**src/rtl/errm_pkg.sv**
```systemverilog
// Shared state encoding and default widths for the error-metric accumulator.
package errm_pkg;

  localparam int unsigned W_DEF     = 16;
  localparam int unsigned CNT_W_DEF = 32;
  localparam int unsigned FRAC_DEF  = 16;
  localparam int unsigned ACC_W_DEF = 48;

  typedef enum logic [1:0] {
    S_IDLE,
    S_RUN,
    S_DIV,
    S_DONE
  } state_t;

endpackage

```
**src/rtl/seq_divider.sv**
```systemverilog
// Restoring divider: one quotient bit per cycle, N cycles from start to done.
module seq_divider #(
  parameter int unsigned N = 32,
  parameter int unsigned D = 16
) (
  input  logic         clk,
  input  logic         i_abort,
  input  logic         i_start,
  input  logic [N-1:0] i_dividend,
  input  logic [D-1:0] i_divisor,
  output logic         o_done,
  output logic [N-1:0] o_quotient
);

  localparam int unsigned CW = $clog2(N + 1);

  logic [N-1:0]  r_quo;
  logic [D-1:0]  r_rem;
  logic [D-1:0]  r_div;
  logic [CW-1:0] r_cnt;
  logic          r_busy;
  logic          r_done;

  logic [D:0]    w_shift;
  logic          w_ge;
  logic [D-1:0]  w_sub;
  logic [D-1:0]  w_rem_nx;

  // Remainder stays below the divisor, so the D-bit wrapped difference is exact
  // whenever the trial subtraction succeeds.
  assign w_shift  = {r_rem, r_quo[N-1]};
  assign w_ge     = (w_shift >= {1'b0, r_div});
  assign w_sub    = w_shift[D-1:0] - r_div;
  assign w_rem_nx = w_ge ? w_sub : w_shift[D-1:0];

  always_ff @(posedge clk) begin
    if (i_abort) begin
      r_quo  <= '0;
      r_rem  <= '0;
      r_div  <= '0;
      r_cnt  <= '0;
      r_busy <= 1'b0;
      r_done <= 1'b0;
    end else begin
      r_done <= 1'b0;
      if (i_start) begin
        r_quo  <= i_dividend;
        r_rem  <= '0;
        r_div  <= i_divisor;
        r_cnt  <= '0;
        r_busy <= 1'b1;
      end else if (r_busy) begin
        r_quo <= {r_quo[N-2:0], w_ge};
        r_rem <= w_rem_nx;
        r_cnt <= r_cnt + CW'(1);
        if (r_cnt == CW'(N - 1)) begin
          r_busy <= 1'b0;
          r_done <= 1'b1;
        end
      end
    end
  end

  assign o_done     = r_done;
  assign o_quotient = r_quo;

endmodule

```
**src/rtl/err_metric_acc.sv**
```systemverilog
// Streaming accumulator of ER/MED/MRED/max-error raw terms for approximate
// multiplier characterisation; host divides by the sample count.
module err_metric_acc
  import errm_pkg::*;
#(
  parameter int unsigned W     = W_DEF,
  parameter int unsigned CNT_W = CNT_W_DEF,
  parameter int unsigned FRAC  = FRAC_DEF,
  parameter int unsigned ACC_W = ACC_W_DEF
) (
  input  logic             clk,
  input  logic             rst,
  input  logic             start,
  input  logic [CNT_W-1:0] sample_count,
  input  logic             in_valid,
  output logic             in_ready,
  input  logic [W-1:0]     exact,
  input  logic [W-1:0]     apprx,
  output logic             busy,
  output logic             done,
  output logic [CNT_W-1:0] samples_seen,
  output logic [CNT_W-1:0] err_count,
  output logic [ACC_W:0]   sum_ed,
  output logic [ACC_W-1:0] sum_ed_abs,
  output logic [W-1:0]     max_ed,
  output logic [ACC_W-1:0] sum_re,
  output logic             sat
);

  state_t           r_state;
  logic [CNT_W-1:0] r_count;
  logic [CNT_W-1:0] r_samples;
  logic [CNT_W-1:0] r_err_count;
  logic [ACC_W:0]   r_sum_ed;
  logic [ACC_W-1:0] r_sum_ed_abs;
  logic [W-1:0]     r_max_ed;
  logic [ACC_W-1:0] r_sum_re;
  logic             r_sat;
  logic             r_done;

  logic             w_accept;
  logic             w_err;
  logic [W:0]       w_ed;
  logic [W-1:0]     w_abs;
  logic             w_need_div;
  logic             w_last;
  logic             w_div_done;
  logic [W+FRAC-1:0] w_quo;

  logic [ACC_W+1:0] w_sum_ed_x;
  logic             w_ovf_ed;
  logic [ACC_W:0]   w_sum_ed_nx;
  logic [ACC_W:0]   w_abs_x;
  logic [ACC_W-1:0] w_sum_abs_nx;
  logic [ACC_W:0]   w_re_x;
  logic [ACC_W-1:0] w_sum_re_nx;

  assign w_accept   = in_valid && (r_state == S_RUN);
  assign w_err      = (exact != apprx);
  assign w_ed       = {1'b0, exact} - {1'b0, apprx};
  assign w_abs      = (exact >= apprx) ? (exact - apprx) : (apprx - exact);
  assign w_need_div = w_accept && w_err && (exact != '0);
  assign w_last     = ((r_samples + CNT_W'(1)) == r_count);

  // Widen by one bit and detect overflow from the top two bits for signed clamping.
  assign w_sum_ed_x  = {r_sum_ed[ACC_W], r_sum_ed} + {{(ACC_W+1-W){w_ed[W]}}, w_ed};
  assign w_ovf_ed    = (w_sum_ed_x[ACC_W+1] != w_sum_ed_x[ACC_W]);
  assign w_sum_ed_nx = !w_ovf_ed ? w_sum_ed_x[ACC_W:0] :
                       w_sum_ed_x[ACC_W+1] ? {1'b1, {ACC_W{1'b0}}} : {1'b0, {ACC_W{1'b1}}};

  assign w_abs_x      = {1'b0, r_sum_ed_abs} + {{(ACC_W+1-W){1'b0}}, w_abs};
  assign w_sum_abs_nx = w_abs_x[ACC_W] ? '1 : w_abs_x[ACC_W-1:0];

  assign w_re_x      = {1'b0, r_sum_re} + {{(ACC_W+1-W-FRAC){1'b0}}, w_quo};
  assign w_sum_re_nx = w_re_x[ACC_W] ? '1 : w_re_x[ACC_W-1:0];

  seq_divider #(
    .N(W + FRAC),
    .D(W)
  ) u_div (
    .clk        (clk),
    .i_abort    (rst),
    .i_start    (w_need_div),
    .i_dividend ({w_abs, {FRAC{1'b0}}}),
    .i_divisor  (exact),
    .o_done     (w_div_done),
    .o_quotient (w_quo)
  );

  always_ff @(posedge clk) begin
    if (rst) begin
      r_state      <= S_IDLE;
      r_count      <= '0;
      r_samples    <= '0;
      r_err_count  <= '0;
      r_sum_ed     <= '0;
      r_sum_ed_abs <= '0;
      r_max_ed     <= '0;
      r_sum_re     <= '0;
      r_sat        <= 1'b0;
      r_done       <= 1'b0;
    end else begin
      r_done <= 1'b0;
      case (r_state)
        S_IDLE, S_DONE: begin
          if (start) begin
            r_count      <= sample_count;
            r_samples    <= '0;
            r_err_count  <= '0;
            r_sum_ed     <= '0;
            r_sum_ed_abs <= '0;
            r_max_ed     <= '0;
            r_sum_re     <= '0;
            r_sat        <= 1'b0;
            if (sample_count == '0) begin
              r_state <= S_DONE;
              r_done  <= 1'b1;
            end else begin
              r_state <= S_RUN;
            end
          end
        end
        S_RUN: begin
          if (w_accept) begin
            r_samples    <= r_samples + CNT_W'(1);
            r_err_count  <= r_err_count + CNT_W'(w_err);
            r_sum_ed     <= w_sum_ed_nx;
            r_sum_ed_abs <= w_sum_abs_nx;
            r_sat        <= r_sat | w_ovf_ed | w_abs_x[ACC_W];
            if (w_abs > r_max_ed) r_max_ed <= w_abs;
            if (w_need_div) begin
              r_state <= S_DIV;
            end else if (w_last) begin
              r_state <= S_DONE;
              r_done  <= 1'b1;
            end
          end
        end
        S_DIV: begin
          if (w_div_done) begin
            r_sum_re <= w_sum_re_nx;
            r_sat    <= r_sat | w_re_x[ACC_W];
            if (r_samples == r_count) begin
              r_state <= S_DONE;
              r_done  <= 1'b1;
            end else begin
              r_state <= S_RUN;
            end
          end
        end
        default: r_state <= S_IDLE;
      endcase
    end
  end

  assign in_ready     = (r_state == S_RUN);
  assign busy         = (r_state == S_RUN) || (r_state == S_DIV);
  assign done         = r_done;
  assign samples_seen = r_samples;
  assign err_count    = r_err_count;
  assign sum_ed       = r_sum_ed;
  assign sum_ed_abs   = r_sum_ed_abs;
  assign max_ed       = r_max_ed;
  assign sum_re       = r_sum_re;
  assign sat          = r_sat;

endmodule

```
**config.mk**
```make
export PLATFORM = sky130hd
export DESIGN_NAME = err_metric_acc
export DESIGN_NICKNAME = d
export VERILOG_FILES = /design/src/rtl/errm_pkg.sv /design/src/rtl/seq_divider.sv /design/src/rtl/err_metric_acc.sv
export SDC_FILE = /design/constraint.sdc
export NUM_CORES = 1
export LEC_CHECK = 0
export ABC_CLOCK_PERIOD_IN_PS = 6500
export CELL_PAD_IN_SITES_DETAIL_PLACEMENT = 1
export CELL_PAD_IN_SITES_GLOBAL_PLACEMENT = 2
export CORE_MARGIN = 2
export CORE_UTILIZATION = 30
export DETAILED_ROUTE_END_ITERATION = 10
export PLACE_DENSITY = 0.85
export SYNTH_ARGS = -nofsm -noshare
export SYNTH_HDL_FRONTEND = slang
export SYNTH_HIERARCHICAL = 1
export SYNTH_SLANG_ARGS = --single-unit
```
**constraint.sdc**
```tcl
create_clock -name clk -period 6.5 [get_ports clk]
set_input_delay 1.3 -clock clk [delete_from_list [all_inputs] [get_ports clk]]
set_output_delay 1.3 -clock clk [all_outputs]
set_load 0.02 [all_outputs]
```
Yosys cells after proc, flatten, opt, wreduce, memory -nomap -nowiden:

Index checks and enable logic that the tools add are counted.
W data, S select, Z words.

* bits in registers: 333
* input port bits: 68
* output and inout port bits: 229

* $add $sub $neg: 10
* $lt $le $gt $ge: 3
* equality and inequality tests: 13
* mux-type cells: 49
* bitwise gates (word level): 4
* reduce and logical (&&, ||, !) cells: 19

Operators with widths (count)
* $mux W48: 5
* $mux W49: 4
* $pmux W48 S2: 2
* $mux W32: 5
* $pmux W32 S2: 2
* $pmux W49 S2: 1
* $mux W16: 5
* $eq A32 B32 Y1: 2
* $add A49 B17 Y50: 1
* $add A48 B16 Y49: 1
* $add A48 B32 Y49: 1
* $sub A16 B16 Y16: 3
* $add A32 B1 Y32: 1
* $add A32 B1 Y32 const B: 1
* $logic_not A32 Y1: 1
* $pmux W16 S2: 1
* $ge A17 B16 Y1: 1
* $sub A16 B16 Y17: 1
* $ge A16 B16 Y1: 1
* $gt A16 B16 Y1: 1
* $ne A16 B16 Y1: 1
* $reduce_bool A16 Y1: 1
* $mux W1: 14
* $mux W2: 7
* 21 further kinds: 35

Logic depth before layout (Yosys ltp):

Gate-level depths: netlist of the first run.

* word-level depth: 7
* depth in mapped cells: 26
* mapped depth without buffers: 24

Hierarchy:

Netlist of the first run, hierarchy kept.

Modules (own cells, without submodules)
* err_metric_acc: instances 1, cells each 2646, area an instance 19641.3 sq um, sequential area each 5225.0 sq um
* seq_divider: instances 1, cells each 453, area an instance 3813.7 sq um, sequential area each 1441.4 sq um

Worst setup path after synthesis of the first run:

No wires, ideal clock.

* path type: input -> register
* start point: input exact[0]
* end point: register r_sum_ed[43], in the netlist sum_ed[43]
* data arrival time: 6.701 ns
* setup slack: -0.319 ns
* stages on the path: 22
* buffers on the path: 1
* cells stage by stage: inv_1 -> ha_1 -> inv_1 -> fa_1 -> a21o_1 -> a21oi_2 -> o21a_1 -> nor3_1 -> o21a_1 -> a21oi_1 -> ha_1 -> clkbuf_1 -> a21oi_1 -> o221ai_1 -> o22ai_1 -> nor3_1 -> a21oi_1 -> o21a_1 -> o21ai_0 -> or4b_2 -> a41oi_1 -> o21ai_1

* word-level cells in the longest chain between the ends: 6

Ends and longest elaborated chain
* from (decl): RTL line err_metric_acc.sv:17 `input logic [W-1:0] exact,`
* $sub A16 B16 Y17 (*): RTL line err_metric_acc.sv:60 `assign w_ed = {1'b0, exact} - {1'b0, apprx};`
* $add A49 B17 Y50 (*): RTL line err_metric_acc.sv:66 `assign w_sum_ed_x = {r_sum_ed[ACC_W], r_sum_ed} + {{(ACC_W+1-W){w_ed[W]}}, w_ed};`
* $mux W49 / $ne A1 B1 Y1 (equally long branches): RTL line err_metric_acc.sv:69, err_metric_acc.sv:67
* $mux W49 (*): RTL line err_metric_acc.sv:68 `assign w_sum_ed_nx = !w_ovf_ed ? w_sum_ed_x[ACC_W:0] :`
* $mux W49 (*): RTL line err_metric_acc.sv:124 `if (w_accept) begin`
* $pmux W49 S2 (*): RTL line err_metric_acc.sv:104 `case (r_state)`
* to (signal assigned): RTL line err_metric_acc.sv:127 `r_sum_ed <= w_sum_ed_nx;`
* to (decl): RTL line err_metric_acc.sv:34 `logic [ACC_W:0] r_sum_ed;`

Mark *: on every way between the ends. The rest lies on a longest branch, timed or not. The select of a mux whose other input is x is not followed.
A chain may end at the register's enable or synchronous reset.

Final worst setup path of the first run:

* start point: input apprx[0]
* end point: register r_sum_ed_abs[36], in the netlist sum_ed_abs[36]

* word-level cells in the longest chain between the ends: 6

Ends and longest elaborated chain
* from (decl): RTL line err_metric_acc.sv:18 `input logic [W-1:0] apprx,`
* $sub A16 B16 Y16 / $ge A16 B16 Y1 (equally long branches): RTL line err_metric_acc.sv:61 `assign w_abs = (exact >= apprx) ? (exact - apprx) : (apprx - exact);`
* $mux W16 (*): RTL line err_metric_acc.sv:61
* net w_abs[1]: RTL line err_metric_acc.sv:44 `logic [W-1:0] w_abs;`
* $add A48 B16 Y49 (*): RTL line err_metric_acc.sv:71 `assign w_abs_x = {1'b0, r_sum_ed_abs} + {{(ACC_W+1-W){1'b0}}, w_abs};`
* $mux W48 (*): RTL line err_metric_acc.sv:72 `assign w_sum_abs_nx = w_abs_x[ACC_W] ? '1 : w_abs_x[ACC_W-1:0];`
* $mux W48 (*): RTL line err_metric_acc.sv:124
* $pmux W48 S2 (*): RTL line err_metric_acc.sv:104
* to (signal assigned): RTL line err_metric_acc.sv:128 `r_sum_ed_abs <= w_sum_abs_nx;`
* to (decl): RTL line err_metric_acc.sv:35 `logic [ACC_W-1:0] r_sum_ed_abs;`

The timed path passes the listed nets; every way through them passes the cells marked *. The select of a mux whose other input is x is not followed.

==> metrics.cfg, run 1 <==
[global_route]
total_grt_usage_pct=21.9
globalRoute.totalOverflow=0
vias_in_the_first_global_route=24759
grt_antenna_before_repair=0
grt_pass1_wl_mm=142
maximum_number_of_pins_on_one_net_before_global_route_repair=82

[routing]
number_of_vias_per_cell_after_detailed_routing=5.23
post_drt_wl_per_cell_um=19.5
drt_pass1_iterations=5
drtAntennaViolNets=0
drt-total-wl_mm=90.8
drcViolationCount=0
initialDrtViolationCount=1185
detailroute.via_count=24299

[clocking]
ctsHtreeMaxLevel=2
max-clock-path-buffers=3
numCtsBuffers=43
clkTransAtPathRegs_ns=0.06
tritoncts=built
numClockSinks=333
worstSkewPairLatency_ns=0.58
postCtsHoldBufs=0
clk_root_buffer_cell=sky130_fd_sc_hd__clkbuf_16

[finish]
post_route_cells_drive_above_1_share_pct=12.0
final_cell_count_no_fill=4647
postLayoutCoreUtil_pct=39.8
design.final.nets=3814
post-route-cell-area_sq_um=30800
syn2layout_area_growth_pct=31.4

[pwr]
p_per_area_nw_per_um2=301
power.leakage_nw=12.4
worst_ir_drop_vdd_v=0.000220
fin_total_pwr_w=0.00929

[critical_path]
cp.arrival_ns=6.67
worstSetupEndpointType=flop
critical_path.startpoint_type=input pin
worst_setup_path_startpoint=apprx[0]
crit-reg2reg-launch=u_div/o_quotient[0]
critPathRequiredTime_ns=7.01
crit_fanout=11
setup.worst_path.class=input pin to flop
r2r_slack_ns=2.05

[logic_synthesis]
synthMostInstantiatedCell=sky130_fd_sc_hd__nand2_1
synth_area_leader_cell=sky130_fd_sc_hd__dfxtp_1
post_synth_num_cell_types=101
post_synth_inst_count=3099
synthFlopType=sky130_fd_sc_hd__dfxtp_1
ys_async_sr_fraction_pct=0
syn_area_per_cell_sq_um=7.57
synth_enable_flop_cells=0
synth.top_cell.area_share_pct=28.4
synth_seq_area_share_pct=28.4
yosys-top-cells-count=sky130_fd_sc_hd__nand2_1, sky130_fd_sc_hd__nor2_1, sky130_fd_sc_hd__dfxtp_1, sky130_fd_sc_hd__a21oi_1, sky130_fd_sc_hd__o21ai_0
yosys_register_bits=333
synth.top_cells.by_area=sky130_fd_sc_hd__dfxtp_1, sky130_fd_sc_hd__ha_1, sky130_fd_sc_hd__a21oi_1
yosysWarningCount=6
synthesis.area_sq_um=23500

[timing]
finalHoldViolCount=0
fmaxAchievable_ghz=0.162
slew_violations=0
period_minus_slack_ns=6.16
worst-slew-pin-transition_ns=1.27
setup_viol=0
final.period_utilization_pct=94.8
rsz0062_at_grt=false
timing.slew.headroom_pct=15.0
finalClockSkew_ns=0.0236

[die]
placement_rows=102
die_x_um=284
core_sq_um=77500
io_pins=297
start_util_pct=30.3
die_area_sq_um=80400
chipHeight_um=284

[min_path]
worstHoldStart=sum_ed_abs[9]
worst_hold_path_type=flop to flop

[placed_design]
post_dp_cell_area_sq_um=29300
number_of_placed_instances_with_taps_included=4567
gp_routability_congestion=0.908
portBuffers=296
dp_hpwl_mm=69.8

[flow_run]
max_cap_violations=0

[status]
outcome=finished clean

-- stage by stage --
| stage | setup TNS (ns) | hold WS [ns] | setup slack [ns] |
|---|---|---|---|
| 6_report | 0 | 0.461 | 0.341 |
| 5_1_grt | 0 | 0.493 | 0.00990 |
| 4_1_cts | 0 | 0.467 | 0.198 |
| 3_5_place_dp | -23.88 | 0.457 | -0.410 |
| 3_3_place_gp | -10.06 | 0.456 | -0.226 |
| 2_1_floorplan | 0 | 0.448 | 0.322 |
-- timing repair --
action / in CTS / in global routing
endpoints found under the setup margin: 0 / 74
resized for setup: 0 / 5
setup buffers: 0 / 2
-- final timing paths --
path                                        to  cells after the start
worst min-delay path             sum_ed_abs[9]                      2
worst max-delay path            sum_ed_abs[36]                     26
worst min register to register   sum_ed_abs[9]                      2
worst max register to register      sum_re[47]                     12
-- per-layer routing --
| layer | up-vias | share of wire, % | global-route usage [%] |
|---|---|---|---|
| met4 | 0 | 3.3 | 7.29 |
| met2 | 458 | 46 | 36.8 |
| met3 | 136 | 4.6 | 3.50 |
| met5 | - | 0 | 0 |
| met1 | 11744 | 46 | 28.6 |
| li1 | 11961 | - | - |
-- power breakdown --
part	total [W]	internal [W]	switching, W
combinational	0.00435	0.00179	0.00256
sequential	0.00244	0.00223	0.000208
clock	0.00250	0.00149	0.00101
total	0.00929	0.00551	0.00378
-- cell usage in the layout, fill, tap and decap left out, drive strengths merged, types with 9 or more instances in the layout --
| cell type | synthesis | final |
|---|---|---|
| and3 | 35 | 35 |
| nor4 | 33 | 33 |
| or2 | 9 | 9 |
| xor2 | 86 | 86 |
| nand2 | 358 | 358 |
| a311oi | 21 | 21 |
| a211o | 9 | 9 |
| or3 | 21 | 21 |
| dfxtp | 333 | 333 |
| xnor2 | 115 | 115 |
| nand2b | 23 | 23 |
| a22oi | 12 | 12 |
| o21a | 34 | 34 |
| a22o | 12 | 12 |
| inv | 126 | 127 |
| conb | 1 | 16 |
| and2 | 21 | 21 |
| and4 | 18 | 18 |
| mux2i | 72 | 72 |
| a211oi | 19 | 19 |
| ha | 166 | 166 |
| a41oi | 11 | 11 |
| nand4 | 64 | 64 |
| nor2 | 347 | 347 |
| o21ai | 273 | 273 |
| nand3 | 60 | 60 |
| a21o | 71 | 71 |
| buf | 63 | 298 |
| nor2b | 23 | 23 |
| a31oi | 31 | 31 |
| o211ai | 19 | 19 |
| a21oi | 312 | 312 |
| clkinv | 0 | 10 |
| o21bai | 21 | 21 |
| nor3 | 59 | 59 |
| clkbuf | 115 | 59 |
| clkdlybuf4s50 | 0 | 295 |
-- cells by family (layout without fill, tap and decap cells) --
| logic type | after synthesis | after routing | share of synthesized area (%) |
|---|---|---|---|
| compound gates | 913 | 913 | 23.8 |
| flops | 333 | 333 | 28.4 |
| fa+ha+maj | 172 | 172 | 9.37 |
| mux | 77 | 77 | 3.33 |
| xor+xnor | 201 | 201 | 7.54 |
| simple gates | 1098 | 1098 | 22.1 |
| buf+inv | 304 | 796 | 5.44 |
| other cells | 1 | 17 | 0.0160 |
-- worst max-delay path: stages --
cell and delay, ns:
sky130_fd_sc_hd__clkdlybuf4s50_1 0.48, sky130_fd_sc_hd__ha_1 0.25, sky130_fd_sc_hd__inv_1 0.08, sky130_fd_sc_hd__fa_1 0.39, sky130_fd_sc_hd__a21o_1 0.22, sky130_fd_sc_hd__a21oi_2 0.15
sky130_fd_sc_hd__o21a_1 0.14, sky130_fd_sc_hd__nor3_2 0.06, sky130_fd_sc_hd__o21ai_1 0.18, sky130_fd_sc_hd__a21o_1 0.16, sky130_fd_sc_hd__buf_4 0.20, sky130_fd_sc_hd__mux2_2 0.39
sky130_fd_sc_hd__fa_1 0.43, sky130_fd_sc_hd__a211o_1 0.30, sky130_fd_sc_hd__a21oi_1 0.20, sky130_fd_sc_hd__o21ai_1 0.12, sky130_fd_sc_hd__a2111oi_2 0.34, sky130_fd_sc_hd__buf_4 0.17
sky130_fd_sc_hd__o31ai_1 0.11, sky130_fd_sc_hd__and2_1 0.18, sky130_fd_sc_hd__buf_4 0.16, sky130_fd_sc_hd__nand2_1 0.14, sky130_fd_sc_hd__buf_4 0.14, sky130_fd_sc_hd__o21a_1 0.11
sky130_fd_sc_hd__o21ai_0 0.07, sky130_fd_sc_hd__a21oi_1 0.18
-- state kept, by name, indices dropped and copies added (netlist names), 32 cells and up --
register,count
err_count,32
r_count,32
samples_seen,32
sum_ed,49
sum_ed_abs,48
sum_re,48
u_div/o_quotient,32
-- layout make-up --
cell class | count | area, sq um
multi-input cells | 2477 | 15600
well taps | 1040 | 1300
flip-flops and latches | 333 | 6670
repair buffers | 593 | 5290
diodes | 1 | 2.50
clock buffers | 59 | 1200
inverters | 126 | 473
clock inverters | 18 | 239
fillers | 9527 | 46600
Power figures use the tool's default switching activity.
==> inputs of run 2 (changes only) <==
- ABC_CLOCK_PERIOD_IN_PS: 6500 -> 5310
- clock period: 6.5 -> 5.31 ns (I/O delays scaled with it)
==> metrics.cfg, run 2 (synthesis gave the netlist of run 1 again) <==
[global_route]
vias_in_the_first_global_route=25627
total_grt_usage_pct=22.7
globalRoute.totalOverflow=0
grt_antenna_before_repair=2
grt_pass1_wl_mm=146
maximum_number_of_pins_on_one_net_before_global_route_repair=81

[timing]
worst-slew-pin-transition_ns=1.11
period_minus_slack_ns=5.34
setup_viol=7
slew_violations=0
final.setup.tns_ns=-0.0895
finalHoldViolCount=0
fmaxAchievable_ghz=0.187
final.period_utilization_pct=101
timing.slew.headroom_pct=26.0
finalClockSkew_ns=0.0391
rsz0062_at_grt=true
whs_ns=0.470
finalWorstSetupSlack_ns=-0.0286

[finish]
syn2layout_area_growth_pct=43.1
post-route-cell-area_sq_um=33600
design.final.nets=3963
post_route_cells_drive_above_1_share_pct=20.5
most-common-layout-cells=sky130_fd_sc_hd__buf_4, sky130_fd_sc_hd__nand2_1, sky130_fd_sc_hd__nor2_1, sky130_fd_sc_hd__dfxtp_1, sky130_fd_sc_hd__a21oi_1
largest_register_ff_count=49
layout.cells.most_common=sky130_fd_sc_hd__buf_4

[pwr]
power.leakage_nw=13.6
clockPowerShare_pct=24.8
p_int_w=0.00709
power.switching_fraction_pct=41.2
comb_power_share_pct=50.1
pwr-share-seq_pct=25.1
fin_total_pwr_w=0.0121
worst_ir_drop_vdd_v=0.000273
p_sw_w=0.00497
p_per_area_nw_per_um2=359

[critical_path]
r2r_slack_ns=1.06
crit-reg2reg-launch=u_div/o_quotient[0]
setup.worst_path.class=input pin to flop
critPathRequiredTime_ns=5.75
worstSetupEndpointType=flop
crit_fanout=6
worst_r2r_path_depth=13
worst_setup_path_startpoint=exact[8]
worstSetupEndpoint=sum_ed_abs[33]
cp.arrival_ns=5.78
rr_endpoint=sum_re[43]
critical_path.startpoint_type=input pin

[routing]
detailroute.via_count=25446
drt-total-wl_mm=97.8
drtAntennaViolNets=0
drcViolationCount=0
post_drt_wl_per_cell_um=20.4
initialDrtViolationCount=1386
drt_pass1_iterations=5
number_of_vias_per_cell_after_detailed_routing=5.31

[die]
die_area_sq_um=80400
core_sq_um=77500
io_pins=297
die_x_um=284
start_util_pct=30.3
placement_rows=102
chipHeight_um=284

[clocking]
numClockSinks=333
numCtsBuffers=43
ctsHtreeMaxLevel=2
postCtsHoldBufs=0
clk_root_buffer_cell=sky130_fd_sc_hd__clkbuf_16
tritoncts=built
max-clock-path-buffers=3
clkTransAtPathRegs_ns=0.06
worstSkewPairLatency_ns=0.59

[placed_design]
post_dp_cell_area_sq_um=30300
portBuffers=296
gp_routability_congestion=0.892
dp_hpwl_mm=71.4

[min_path]
worst_hold_path_type=flop to flop
worstHoldStart=sum_ed[42]

[status]
outcome=complete, but fails checks
failed_checks=negative setup slack

[flow_run]
max_cap_violations=0

==> run 2: cell types whose count changed in the layout (fill, tap and decap cells not counted), moves of 22 or more <==
cell,change
sky130_fd_sc_hd__clkdlybuf4s50_1,-32
sky130_fd_sc_hd__o21ai_2,+40
sky130_fd_sc_hd__o21ai_0,-59
sky130_fd_sc_hd__ha_1,-38
sky130_fd_sc_hd__ha_4,+33
sky130_fd_sc_hd__a21oi_1,-25
sky130_fd_sc_hd__buf_4,+114
sky130_fd_sc_hd__dlymetal6s2s_1,+22
==> run 2: power by group through the flow <==
stage | Combinational [W] | Sequential, W | Clock [W]
4_1_cts | 0.00570 | 0.00301 | 0.00307
3_3_place_gp | 0.00541 | 0.00306 | 0
3_5_place_dp | 0.00552 | 0.00306 | 0
6_report | 0.00605 | 0.00302 | 0.00299
5_1_grt | 0.00657 | 0.00305 | 0.00316
2_1_floorplan | 0.00335 | 0.00306 | 0
==> run 2: area by class of cell <==
type | instances | area, sq um
clock inverter | 17 | 214
fill | 9244 | 43900
sequential | 333 | 6670
antenna | 1 | 2.50
multi-input combinational | 2477 | 16900
clock buffer | 57 | 1180
inverter | 126 | 485
tap | 1040 | 1300
timing repair buffer | 742 | 6780
==> run 2: how the worst min path moves through the flow <==
stage / cells past startpoint / to / slack, ns
3_3_place_gp: 2 / sum_ed[22] / 0.46
4_1_cts: 2 / r_count[29] / 0.48
3_5_place_dp: 2 / r_count[0] / 0.47
5_1_grt: 2 / sum_ed[42] / 0.49
6_report: 2 / sum_ed[42] / 0.47
2_1_floorplan: 2 / r_count[0] / 0.45
==> run 2: what timing repair did <==
item / CTS / global route
gates resized for setup: 86 / 229
pin swaps: 49 / 121
endpoints found under the setup margin: 114 / 114
cloned: 2 / 9
buffers inserted: 20 / 30
==> run 2: critical path, cell delays in order <==
cell	delay [ns]
sky130_fd_sc_hd__dlygate4sd2_1	0.29
sky130_fd_sc_hd__inv_1	0.10
sky130_fd_sc_hd__ha_4	0.27
sky130_fd_sc_hd__nand2_1	0.07
sky130_fd_sc_hd__nor2_2	0.15
sky130_fd_sc_hd__nand2_2	0.07
sky130_fd_sc_hd__or4_4	0.41
sky130_fd_sc_hd__nor2b_4	0.16
sky130_fd_sc_hd__a21o_4	0.22
sky130_fd_sc_hd__buf_12	0.14
sky130_fd_sc_hd__mux2_4	0.32
sky130_fd_sc_hd__fa_2	0.35
sky130_fd_sc_hd__a211o_1	0.35
sky130_fd_sc_hd__a21oi_2	0.21
sky130_fd_sc_hd__o21ai_2	0.12
sky130_fd_sc_hd__a2111oi_4	0.46
sky130_fd_sc_hd__o31ai_4	0.12
sky130_fd_sc_hd__and2_4	0.18
sky130_fd_sc_hd__nand3_4	0.09
sky130_fd_sc_hd__nor2_4	0.07
sky130_fd_sc_hd__buf_12	0.16
sky130_fd_sc_hd__clkbuf_16	0.16
sky130_fd_sc_hd__a41oi_2	0.15
sky130_fd_sc_hd__o21ai_1	0.09
==> run 2: stage by stage <==
stage	cells	utilization (%)	setup WS, ns
2_1_floorplan	3114	-	-0.126
3_3_place_gp	4661	39.1	-0.976
3_5_place_dp	4661	39.1	-1.11
4_1_cts	4757	41.7	-0.0128
5_1_grt	4793	43.3	-0.167
6_report	4793	43.3	-0.0286
==> run 2: per-layer routing <==
| layer | GRT usage (%) | vias up | wire, um |
|---|---|---|---|
| li1 | - | 12259 | - |
| met3 | 3.21 | 156 | 4580 |
| met4 | 6.69 | 2 | 2850 |
| met1 | 30.1 | 12448 | 44600 |
| met5 | 0 | - | 13 |
| met2 | 37.9 | 581 | 45800 |
==> inputs of run 3 (changes only) <==
- TNS_END_PERCENT: not set -> 5
==> metrics.cfg, run 3 (synthesis gave the netlist of run 1 again) <==
[clocking]
worstSkewPairLatency_ns=0.60
numCtsBuffers=45
ctsHtreeMaxLevel=2
clkTransAtPathRegs_ns=0.06
clk_root_buffer_cell=sky130_fd_sc_hd__clkbuf_16
max-clock-path-buffers=3
tritoncts=built
numClockSinks=333

[critical_path]
setup.worst_path.class=input pin to flop
cp.arrival_ns=5.81
crit_fanout=10
critical_path.startpoint_type=input pin
critPathRequiredTime_ns=5.82
worstSetupEndpointType=flop

[pwr]
worst_ir_drop_vdd_v=0.000266
p_per_area_nw_per_um2=362
power.leakage_nw=13.3

[global_route]
globalRoute.totalOverflow=0
grt_antenna_before_repair=12
grt_pass1_wl_mm=150
vias_in_the_first_global_route=25447
total_grt_usage_pct=23.5
maximum_number_of_pins_on_one_net_before_global_route_repair=65

[placed_design]
number_of_placed_instances_with_taps_included=4653
portBuffers=296
dp_hpwl_mm=74.9
gp_routability_congestion=0.973
post_dp_cell_area_sq_um=30100

[routing]
number_of_vias_per_cell_after_detailed_routing=5.28
drtAntennaViolNets=0
drcViolationCount=0
drt_pass1_iterations=7
detailroute.via_count=25328
drt-total-wl_mm=100
initialDrtViolationCount=1372
post_drt_wl_per_cell_um=20.9

[finish]
post-route-cell-area_sq_um=33000
final_cell_count_no_fill=4794
syn2layout_area_growth_pct=40.7
post_route_cells_drive_above_1_share_pct=19.4
largest_register_ff_count=49
design.final.nets=3955
most-common-layout-cells=sky130_fd_sc_hd__buf_4, sky130_fd_sc_hd__nand2_1, sky130_fd_sc_hd__nor2_1, sky130_fd_sc_hd__dfxtp_1, sky130_fd_sc_hd__a21oi_1
layout.cells.most_common=sky130_fd_sc_hd__buf_4

[timing]
timing.slew.headroom_pct=25.9
final.period_utilization_pct=99.8
finalClockSkew_ns=0.0327
fmaxAchievable_ghz=0.189
rsz0062_at_grt=true
finalHoldViolCount=0
setup_viol=0
period_minus_slack_ns=5.30
slew_violations=0
worst-slew-pin-transition_ns=1.11

[die]
placement_rows=102
chipHeight_um=284
die_area_sq_um=80400
io_pins=297
core_sq_um=77500
die_x_um=284
start_util_pct=30.3

[status]
outcome=finished clean

[min_path]
worst_hold_path_type=flop to flop

[flow_run]
max_cap_violations=0

## run 3: where the power goes
| part | switching, W | total [W] | internal, W |
|---|---|---|---|
| clock network | 0.00127 | 0.00311 | 0.00184 |
| registers | 0.000265 | 0.00300 | 0.00273 |
| logic | 0.00337 | 0.00583 | 0.00246 |
## run 3: metrics by stage
stage	setup WS, ns	TNS (ns)	total power, W	hold slack, ns	utilization [%]
after floorplan	-0.127	-7.92	0.00640	0.448	-
after global placement	-1.14	-117.03	0.00841	0.461	38.9
after detailed placement	-1.32	-122.80	0.00852	0.465	38.9
after CTS	-0.0163	-0.0430	0.0118	0.473	41.7
after global routing	-0.130	-5.63	0.0127	0.494	42.6
final	0.0129	0	0.0119	0.470	42.6
## run 3: per-layer routing
metal | up-vias | GRT usage [%] | wire (um)
li1 | 12235 | - | -
met1 | 12330 | 29.9 | 44100
met2 | 587 | 39.2 | 46700
met3 | 162 | 5.18 | 6010
met4 | 14 | 7.38 | 3280
met5 | - | 0 | 79
## run 3: what timing repair did
action | CTS | global route
hold buffers | 0 | 0
endpoints found under the hold margin | 0 | 0
setup endpoints to repair | 114 | 114
buffers inserted | 23 | 28
cloned | 3 | 5
gates resized for setup | 138 | 151
pin swaps | 47 | 78
## run 3: worst paths after layout
path | cells after the start | endpoint | from | slack [ns]
worst max-delay path | 26 | sum_ed[7] | apprx[7] | 0.01
worst min-delay path | 2 | r_count[26] | r_count[26] | 0.47
worst max register to register | 10 | done | samples_seen[1] | 1.19
worst min register to register | 2 | r_count[26] | r_count[26] | 0.47
## run 3: worst max-delay path: stages
cell and delay (ns):
sky130_fd_sc_hd__clkdlybuf4s15_1 0.26, sky130_fd_sc_hd__ha_4 0.32, sky130_fd_sc_hd__buf_4 0.10, sky130_fd_sc_hd__buf_4 0.21, sky130_fd_sc_hd__and3_4 0.26, sky130_fd_sc_hd__and3_1 0.18, sky130_fd_sc_hd__o211ai_1 0.09, sky130_fd_sc_hd__buf_4 0.17
sky130_fd_sc_hd__a31oi_4 0.15, sky130_fd_sc_hd__buf_4 0.15, sky130_fd_sc_hd__xor2_1 0.18, sky130_fd_sc_hd__ha_1 0.31, sky130_fd_sc_hd__buf_4 0.16, sky130_fd_sc_hd__a21oi_1 0.26, sky130_fd_sc_hd__o21ai_1 0.14, sky130_fd_sc_hd__nor3_1 0.16
sky130_fd_sc_hd__o21a_1 0.20, sky130_fd_sc_hd__nor3_2 0.07, sky130_fd_sc_hd__buf_4 0.14, sky130_fd_sc_hd__a211o_4 0.31, sky130_fd_sc_hd__buf_4 0.16, sky130_fd_sc_hd__a31oi_4 0.16, sky130_fd_sc_hd__buf_6 0.13, sky130_fd_sc_hd__nand2b_4 0.10
sky130_fd_sc_hd__clkbuf_16 0.20, sky130_fd_sc_hd__o21ai_1 0.13
## run 3: cell type report
| class | count | area [sq um] |
|---|---|---|
| Antenna cell | 6 | 15.0 |
| Clock buffer | 64 | 1330 |
| Clock inverter | 16 | 160 |
| Fill cell | 9335 | 44500 |
| Inverter | 126 | 485 |
| Multi-Input combinational cell | 2478 | 16600 |
| Sequential cell | 333 | 6670 |
| Tap cell | 1040 | 1300 |
| Timing Repair Buffer | 731 | 6420 |
